[src/rtl/ex_mem_stage.sv]
// ex_mem_stage -- EX->MEM pipeline register of the 16-bit MIPS core.
//
// Holds up to two beats (main + skid) so the MEM stage can stall without a
// combinational ready path back into EX. in_ready is a flop: it drops only
// once both entries are occupied. beq/bne are resolved on accept; a taken
// branch produces a one-cycle branch_taken pulse carrying branch_pc. Branch
// beats still flow to MEM, but as bubbles (ctrl forced to 0).
//
// Ports:
//   clk, rst_n            clock (rising edge), async active-low reset
//   in_valid / in_ready   EX-side handshake
//   alu_res, zero         ALU result and zero flag
//   store_data            rt value for sw
//   br_target             precomputed PC+1+imm
//   rd_in, ctrl_in        destination reg, {mem_read,mem_write,reg_write,mem_to_reg}
//   br_eq, br_ne          beq / bne in this beat
//   flush                 synchronous kill of every held beat (highest priority)
//   out_valid / out_ready MEM-side handshake
//   out_addr, out_wdata, out_rd, out_ctrl   registered payload of the head beat
//   branch_taken, branch_pc                 taken-branch pulse and its target
//
// Optional: define EXMEM_FWD_EN to add fwd_valid / fwd_rd / fwd_data for the
// EX operand forwarding mux.

module ex_mem_stage #(
  parameter int DATA_W = 16,
  parameter int REG_W  = 3
) (
  input  logic              clk,
  input  logic              rst_n,
  input  logic              in_valid,
  output logic              in_ready,
  input  logic [DATA_W-1:0] alu_res,
  input  logic              zero,
  input  logic [DATA_W-1:0] store_data,
  input  logic [DATA_W-1:0] br_target,
  input  logic [REG_W-1:0]  rd_in,
  input  logic [3:0]        ctrl_in,
  input  logic              br_eq,
  input  logic              br_ne,
  input  logic              flush,
  output logic              out_valid,
  input  logic              out_ready,
  output logic [DATA_W-1:0] out_addr,
  output logic [DATA_W-1:0] out_wdata,
  output logic [REG_W-1:0]  out_rd,
  output logic [3:0]        out_ctrl,
  output logic              branch_taken,
  output logic [DATA_W-1:0] branch_pc
`ifdef EXMEM_FWD_EN
  ,
  output logic              fwd_valid,
  output logic [REG_W-1:0]  fwd_rd,
  output logic [DATA_W-1:0] fwd_data
`endif
);

  typedef struct packed {
    logic [DATA_W-1:0] addr;
    logic [DATA_W-1:0] wdata;
    logic [REG_W-1:0]  rd;
    logic [3:0]        ctrl;
  } beat_t;

  beat_t             main_q, main_d, skid_q, skid_d, in_beat;
  logic              main_vld_q, main_vld_d, skid_vld_q, skid_vld_d;
  logic              in_ready_q, in_ready_d;
  logic              branch_taken_q, branch_taken_d;
  logic [DATA_W-1:0] branch_pc_q, branch_pc_d;
  logic              accept, pop, is_br, taken;

  always_comb begin
    // flush masks both handshakes so it wins over accept and pop
    accept = in_valid && in_ready_q && !flush;
    pop    = main_vld_q && out_ready && !flush;
    is_br  = br_eq || br_ne;
    taken  = (br_eq && zero) || (br_ne && !zero);

    in_beat.addr  = alu_res;
    in_beat.wdata = store_data;
    in_beat.rd    = rd_in;
    in_beat.ctrl  = is_br ? 4'b0000 : ctrl_in;  // branches become MEM bubbles

    main_d     = main_q;
    skid_d     = skid_q;
    main_vld_d = main_vld_q;
    skid_vld_d = skid_vld_q;

    if (flush) begin
      main_vld_d = 1'b0;
      skid_vld_d = 1'b0;
    end else if (!main_vld_q) begin
      // EMPTY
      if (accept) begin
        main_d     = in_beat;
        main_vld_d = 1'b1;
      end
    end else if (!skid_vld_q) begin
      // ONE
      if (accept && pop) begin
        main_d = in_beat;
      end else if (accept) begin
        skid_d     = in_beat;
        skid_vld_d = 1'b1;
      end else if (pop) begin
        main_vld_d = 1'b0;
      end
    end else begin
      // FULL: in_ready_q is low, so only a pop can happen
      if (pop) begin
        main_d     = skid_q;
        skid_vld_d = 1'b0;
      end
    end

    // ready for next cycle is known from next occupancy alone
    in_ready_d = !skid_vld_d;

    branch_taken_d = accept && taken;
    branch_pc_d    = (accept && taken) ? br_target : branch_pc_q;
  end

  always_ff @(posedge clk or negedge rst_n) begin
    if (!rst_n) begin
      main_q         <= '0;
      skid_q         <= '0;
      main_vld_q     <= 1'b0;
      skid_vld_q     <= 1'b0;
      in_ready_q     <= 1'b1;
      branch_taken_q <= 1'b0;
      branch_pc_q    <= '0;
    end else begin
      main_q         <= main_d;
      skid_q         <= skid_d;
      main_vld_q     <= main_vld_d;
      skid_vld_q     <= skid_vld_d;
      in_ready_q     <= in_ready_d;
      branch_taken_q <= branch_taken_d;
      branch_pc_q    <= branch_pc_d;
    end
  end

  assign in_ready     = in_ready_q;
  assign out_valid    = main_vld_q;
  assign out_addr     = main_q.addr;
  assign out_wdata    = main_q.wdata;
  assign out_rd       = main_q.rd;
  assign out_ctrl     = main_q.ctrl;
  assign branch_taken = branch_taken_q;
  assign branch_pc    = branch_pc_q;

`ifdef EXMEM_FWD_EN
  // ctrl[1] = reg_write, ctrl[0] = mem_to_reg; loads are not forwardable here
  assign fwd_valid = main_vld_q && main_q.ctrl[1] && !main_q.ctrl[0];
  assign fwd_rd    = main_q.rd;
  assign fwd_data  = main_q.addr;
`endif

endmodule
[config.mk]
export PLATFORM = sky130hd
export DESIGN_NAME = ex_mem_stage
export DESIGN_NICKNAME = d
export VERILOG_FILES = /design/src/rtl/ex_mem_stage.sv
export SDC_FILE = /design/constraint.sdc
export NUM_CORES = 1
export LEC_CHECK = 0
export BUFFER_PORTS_ARGS = -buffer_cell sky130_fd_sc_hd__buf_2
export CORE_AREA = 4 4 99 101
export CTS_CLUSTER_SIZE = 20
export DETAILED_ROUTE_END_ITERATION = 12
export DIE_AREA = 0 0 103 105
export PLACE_DENSITY = 0.76
export SETUP_SLACK_MARGIN = 0.15
export SLEW_MARGIN = 30
export SYNTH_ARGS = -nofsm -noshare
export SYNTH_HDL_FRONTEND = slang
export SYNTH_SLANG_ARGS = --single-unit
[constraint.sdc]
create_clock -name clk -period 2.3 [get_ports clk]
set_input_delay 0.23 -clock clk [delete_from_list [all_inputs] [get_ports clk]]
set_output_delay 0.23 -clock clk [all_outputs]
set_load 0.03 [all_outputs]
==> results of run 1 <==
[metal layers]
metal	vias to the layer above	wire, um	share of wire (%)	track usage [%]
li1	1190	-	-	-
met1	1302	3420	43	19.0
met2	84	3970	49	26.1
met3	11	550	6.8	3.74
met4	0	91	1.1	5.27
met5	-	0	0	0
[repair_timing]
item | in CTS | in global routing
hold buffers | 1 | 0
setup endpoints to repair | 0 | 0
hold endpoints to repair | 15 | 0
[cell type report]
cell class	count	area share, %
multi-input cells	148	31.7
clock inverters	6	0.931
well taps	111	2.72
inverters	2	0.147
repair buffers	128	13.8
clock buffers	10	2.69
flip-flops and latches	98	48.0
[power by group through the flow]
stage	sequential [W]	combinational, W	clock (W)
floorplan	0.00275	0.000455	0
global placement	0.00233	0.00127	0
detailed placement	0.00236	0.00130	0
CTS	0.00233	0.00130	0.00109
global route	0.00237	0.00138	0.00115
finish	0.00232	0.00128	0.00104
[kinds of logic after synthesis]
logic type | after synthesis
AO/OA/AOI/OAI | 5
AND/OR/NAND/NOR | 9
flip-flops | 98
buffers and inverters | 15
multiplexers | 134
[registers in the layout, indices dropped and copies added, names as in the netlist, 3 cells and up]
register	count
skid_q	39
branch_pc	16
out_addr	16
out_wdata	16
out_ctrl	4
out_rd	3
[stage by stage]
step | hold slack, ps | cell area [um2] | setup slack (ps) | power [W] | utilization [%]
2_1_floorplan | -65.6 | 4150 | 432 | 0.00321 | -
3_3_place_gp | 113 | 4910 | 606 | 0.00360 | 54.5
3_5_place_dp | 111 | 4910 | 571 | 0.00366 | 54.5
4_1_cts | 72.7 | 5110 | 543 | 0.00471 | 56.6
5_1_grt | 76.1 | 5110 | 468 | 0.00490 | 56.6
6_report | 97.0 | 5110 | 546 | 0.00465 | 56.6
[cell usage in the layout, fill, tap and decap left out]
cell             n
a211o_1          1
a21oi_1          1
a221oi_4         1
a31oi_1          1
buf_12           3
buf_2          119
buf_4            5
clkbuf_8        10
clkinv_2         1
clkinv_4         1
clkinvlp_4       1
dfrtp_1         97
dfstp_2          1
dlygate4sd3_1    1
inv_1            2
inv_6            3
mux2_2         133
mux2i_1          1
nand2_1          1
nand2_2          1
nand4_1          1
nor3_1           1
nor3_2           1
nor3b_1          4
o21ai_0          1
[critical path: stages, from the launching register on]
cell      delay (ps)
dfstp_2          560
nand2_1          130
a221oi_4         290
buf_12           280
mux2_2           370
[final timing paths]
path	slack [ps]	to	depth (start not counted)	startpoint
worst max-delay path	550	out_ctrl[3]	4	in_ready
worst min-delay path	100	branch_pc[7]	2	br_target[7]
worst max register to register	550	out_ctrl[3]	4	in_ready
worst min register to register	510	skid_q[6]	1	skid_q[6]
max in group asynchronous	1330	skid_q[8]	3	rst_n
min in group asynchronous	270	out_addr[2]	2	rst_n
==> impl_metrics.csv, run 1 <==
group,metric,value,unit
cts,cts_tree,"yes",
routing,drc,0,
setup_path,required,2540,ps
sta,hold_viol,0,
power_and_ir_drop,power.share.clock,22.5,%
routing,vias,2587,
logic_synthesis,synth.distinct_cells,20,
finish,drive_above_1_share,71.4,%
placement,gp_congestion,0.708,
placement,io_buffers,120,
floorplanning,core,0.00902,mm2
logic_synthesis,synthArstFlopShare,100,%
run,cap_violations,0,
floorplanning,fp.dieW,103,um
floorplanning,start_util,46.0,%
logic_synthesis,netlist.area_leader.share,58.5,%
setup_path,cp_max_fo,39,
power_and_ir_drop,sequentialPowerShare,50.0,%
logic_synthesis,synth_flop_cell,"dfrtp_1",
routing,drt_pass1_iterations,3,
setup_path,critPathArrivalTime,1990,ps
finish,fin_cells,503,
power_and_ir_drop,vdd_drop_max,420,uV
setup_path,cp-start-kind,"flip-flop",
power_and_ir_drop,p_int,0.00311,W
finish,multiInputGateArea,0.00162,mm2
logic_synthesis,synth_compound_area_share,0.964,%
sta,clock_skew,13.6,ps
run_status,outcome,"finished, final reports clean",
power_and_ir_drop,power_density,909,mW/mm2
logic_synthesis,avgSynthCellArea,15.9,um2
logic_synthesis,synth_top_cells_by_count,"mux2_2, dfrtp_1, buf_2, nor3b_1, buf_4",
finish,area.sequential,0.00245,mm2
finish,area_growth,23.0,%
floorplanning,fp.dieH,105,um
sta,finalMaxSlewViolations,0,
placement,dp_hpwl,5690,um
grt,antenna_found_initial,0,
hold_path,hp-class,"in2reg",
logic_synthesis,synth_warnings,0,
placement,dp_cells,486,
logic_synthesis,yosys.area_share.simple,1.48,%
grt,grt_max_degree,50,
finish,n_antenna_cell,0,
sta,finalSetupTns,0,ps
logic_synthesis,synth_adder_area_share,0,%
routing,drtAntennaViolNets,0,
logic_synthesis,synth.area.mux_share,36.3,%
logic_synthesis,synth_area_leader_cell,"dfrtp_1",
logic_synthesis,synth_seq_cells,98,
power_and_ir_drop,power_frac_comb,27.5,%
cts,ctsRootBufferMaster,"clkbuf_8",
finish,final_nets,450,
setup_path,worstSetupPathType,"reg2reg",
cts,cts_setup_buffers,0,
sta,period_needed,1750,ps
cts,clkTransAtPathRegs,100,ps
floorplanning,die_area,0.0108,mm2
sta,fmax,570,MHz
logic_synthesis,ys_seq_area_share,59.1,%
grt,grt_pass1_vias,2798,
logic_synthesis,synth_xor_area_share,0,%
routing,wl,8040,um
sta,setup_viol,0,
floorplanning,fp-row-count,35,
grt,track_usage,15.4,%
logic_synthesis,synth_edf_count,0,
grt,grt_pass1_wl,13100,um
routing,first_iter_violations,58,
floorplanning,pin_count,121,
logic_synthesis,yosys-top-cells-area,"dfrtp_1, mux2_2, buf_2, nor3b_1, dfstp_2",
power_and_ir_drop,swShare,33.1,%
power_and_ir_drop,p_sw,0.00154,W
sta,rsz0062_at_grt,"no",
logic_synthesis,netlist_area,0.00415,mm2
power_and_ir_drop,power_leakage,2.44,nW
cts,clk_path_buf_depth,2,
logic_synthesis,synth_top_family_by_area,"multiplexers",
routing,wl_per_cell,16.0,um
finish,num-fill-cells,768,
routing,vias_per_cell,5.14,
sta,fin_crit_sh,76.3,%
logic_synthesis,yosysMostFrequentCell,"mux2_2",
sta,max_slew.worst_pin.slew,423,ps
sta,relSlewSlack,71.8,%
logic_synthesis,synthesis.nets,324,
logic_synthesis,netlist_instances,261,
setup_path,end_kind,"flip-flop",
cts,cts_inserted_buffers,9,
grt,grt_overflow,0,
cts,cts_resized,0,
cts,clkLatencyLatePin,360,ps
cts,numClockSinks,98,
cts,htreeDepth,3,
No activity file was read; power rests on OpenSTA's default activity.
==> inputs of run 2 (changes only) <==
--- a/config.mk
+++ b/config.mk
@@ -10,7 +10,7 @@
 export CTS_CLUSTER_SIZE = 20
 export DETAILED_ROUTE_END_ITERATION = 12
 export DIE_AREA = 0 0 103 105
-export PLACE_DENSITY = 0.76
+export PLACE_DENSITY = 0.79
 export SETUP_SLACK_MARGIN = 0.15
 export SLEW_MARGIN = 30
 export SYNTH_ARGS = -nofsm -noshare
==> constraint.sdc (replaced) <==
create_clock -name clk -period 1.6 [get_ports clk]
set_input_delay 0.16 -clock clk [delete_from_list [all_inputs] [get_ports clk]]
set_output_delay 0.16 -clock clk [all_outputs]
set_load 0.03 [all_outputs]
==> run 2 against run 1 <==
The run now ends with negative setup slack left. Design area up 13%. Clock power rose by 43%. Via count grew 4.9%. Combinational power grew 71%. Count of clock-buffer cells in the layout up 1. Total power is 52% higher. Register-to-register slack got worse by 660 ps. Sequential share of layout area is 5.6 points lower. Sequential power increased by 45%. Critical path depth up 2. Critical endpoint is now skid_q[6]. Largest cell class unchanged.
==> impl_metrics.csv, run 2 (synthesis gave the netlist of run 1 again) <==
group,metric,value,unit
run_status,outcome,"complete, but fails checks",
run_status,violations,"negative setup slack",
placement,io_buffers,120,
placement,dp_cells,490,
cts,ctsRootBufferMaster,"clkbuf_8",
floorplanning,pin_count,121,
finish,num-fill-cells,687,
finish,top_register,"skid_q",
finish,largest_register_ffs,39,
hold_path,hp-class,"in2reg",
setup_path,cp-start-kind,"flip-flop",
routing,drc,0,
setup_path,required,1840,ps
routing,vias,2714,
power_and_ir_drop,power_density,1220,mW/mm2
routing,drtAntennaViolNets,0,
floorplanning,fp.dieH,105,um
sta,setup_viol,71,
sta,hold_viol,0,
floorplanning,start_util,46.0,%
grt,grt_max_degree,53,
setup_path,end_kind,"flip-flop",
grt,antenna_found_initial,0,
grt,grt_pass1_wl,14500,um
sta,finalMaxSlewViolations,0,
finish,area.sequential,0.00245,mm2
placement,placed_area,0.00506,mm2
finish,final_common_cell,"buf_2",
cts,clk_path_buf_depth,2,
finish,mostFrequentLayoutCells,"buf_2, dfrtp_1, mux2_2, mux2_4, clkbuf_8",
routing,vias_per_cell,5.15,
sta,clock_skew,10.5,ps
sta,finalSetupTns,-4440,ps
cts,cts_inserted_buffers,9,
setup_path,critPathArrivalTime,1960,ps
sta,relSlewSlack,80.9,%
power_and_ir_drop,power_leakage,2.85,nW
setup_path,worstSetupPathType,"reg2reg",
power_and_ir_drop,vdd_drop_max,662,uV
grt,track_usage,17.3,%
placement,gp_congestion,0.699,
sta,fin_crit_sh,107,%
floorplanning,die_area,0.0108,mm2
sta,max_slew.worst_pin.slew,279,ps
placement,pre_cts_ws,-105,ps
floorplanning,core,0.00902,mm2
cts,htreeDepth,3,
finish,drive_above_1_share,73.6,%
placement,dp_hpwl,6120,um
setup_path,cp_max_fo,5,
grt,grt_overflow,0,
grt,grt_pass1_vias,2850,
finish,fin_area,0.00578,mm2
finish,area_growth,39.2,%
power_and_ir_drop,fin_total_pwr,0.00706,W
setup_path,ff2ff_setup_slack,-120,ps
floorplanning,fp-row-count,35,
sta,fin_ws,-116,ps
finish,multiInputGateArea,0.00184,mm2
finish,final_nets,474,
cts,clkTransAtPathRegs,90,ps
sta,period_needed,1720,ps
cts,numClockSinks,98,
run,cap_violations,0,
routing,wl,9940,um
routing,drt_pass1_iterations,4,
finish,fin_cells,527,
cts,clkLatencyLatePin,350,ps
routing,first_iter_violations,47,
cts,cts_tree,"yes",
floorplanning,fp.dieW,103,um
sta,fmax,583,MHz
routing,wl_per_cell,18.9,um
finish,n_antenna_cell,0,
sta,rsz0062_at_grt,"yes",
## run 2: cell count changes in the layout (fill, tap and decap cells not counted), sizes merged
cell / previous run / this run
buf: 127 / 146
clkbuf: 10 / 15
inv: 5 / 3
bufbuf: 0 / 1
clkinvlp: 1 / 2
## run 2: area by class of cell
cell class	count	share of cell area, %
clock buffers	11	2.62
clock inverters	5	0.649
inverters	2	0.130
multi-input cells	148	31.9
flip-flops and latches	98	42.5
well taps	111	2.40
repair buffers	152	19.8
## run 2: final timing paths
check                                   start             to  cells past startpoint
worst min register to register     skid_q[34]     skid_q[34]                      1
max in group asynchronous               rst_n   out_wdata[4]                      3
min in group asynchronous               rst_n      skid_q[0]                      2
worst max register to register       in_ready      skid_q[6]                      6
worst min-delay path            br_target[12]  branch_pc[12]                      2
worst max-delay path                 in_ready      skid_q[6]                      6
## run 2: through the flow
stage	utilization (%)	hold WS, ps
final	64.1	41.9
after global routing	64.1	19.4
after CTS	61.3	14.2
after detailed placement	56.1	35.6
after global placement	56.1	30.0
after floorplan	-	-136
## run 2: worst max-delay path: stages (launching register included)
cell	delay, ps
dfstp_2	570
buf_6	100
buf_6	90
nand4_1	130
buf_4	200
bufbuf_16	270
mux2_2	270
## run 2: power breakdown
group | total, W | internal [W] | switching, W
Clock | 0.00149 | 0.000656 | 0.000834
Sequential | 0.00337 | 0.00306 | 0.000318
Combinational | 0.00219 | 0.00106 | 0.00113
## run 2: metal layers
layer	part of all wire [%]	GRT usage [%]	vias to the layer above
met3	6.0	4.14	9
met1	45	23.4	1382
met4	0.80	4.72	0
met5	0	0	-
met2	49	27.6	80
li1	-	-	1243
## run 2: what timing repair did
action | in CTS | in global routing
resized for setup | 21 | 29
cloned | 5 | 6
endpoints found under the hold margin | 97 | 0
setup endpoints to repair | 93 | 95
hold buffers | 1 | 0
pin swaps | 0 | 3
buffers inserted | 5 | 4
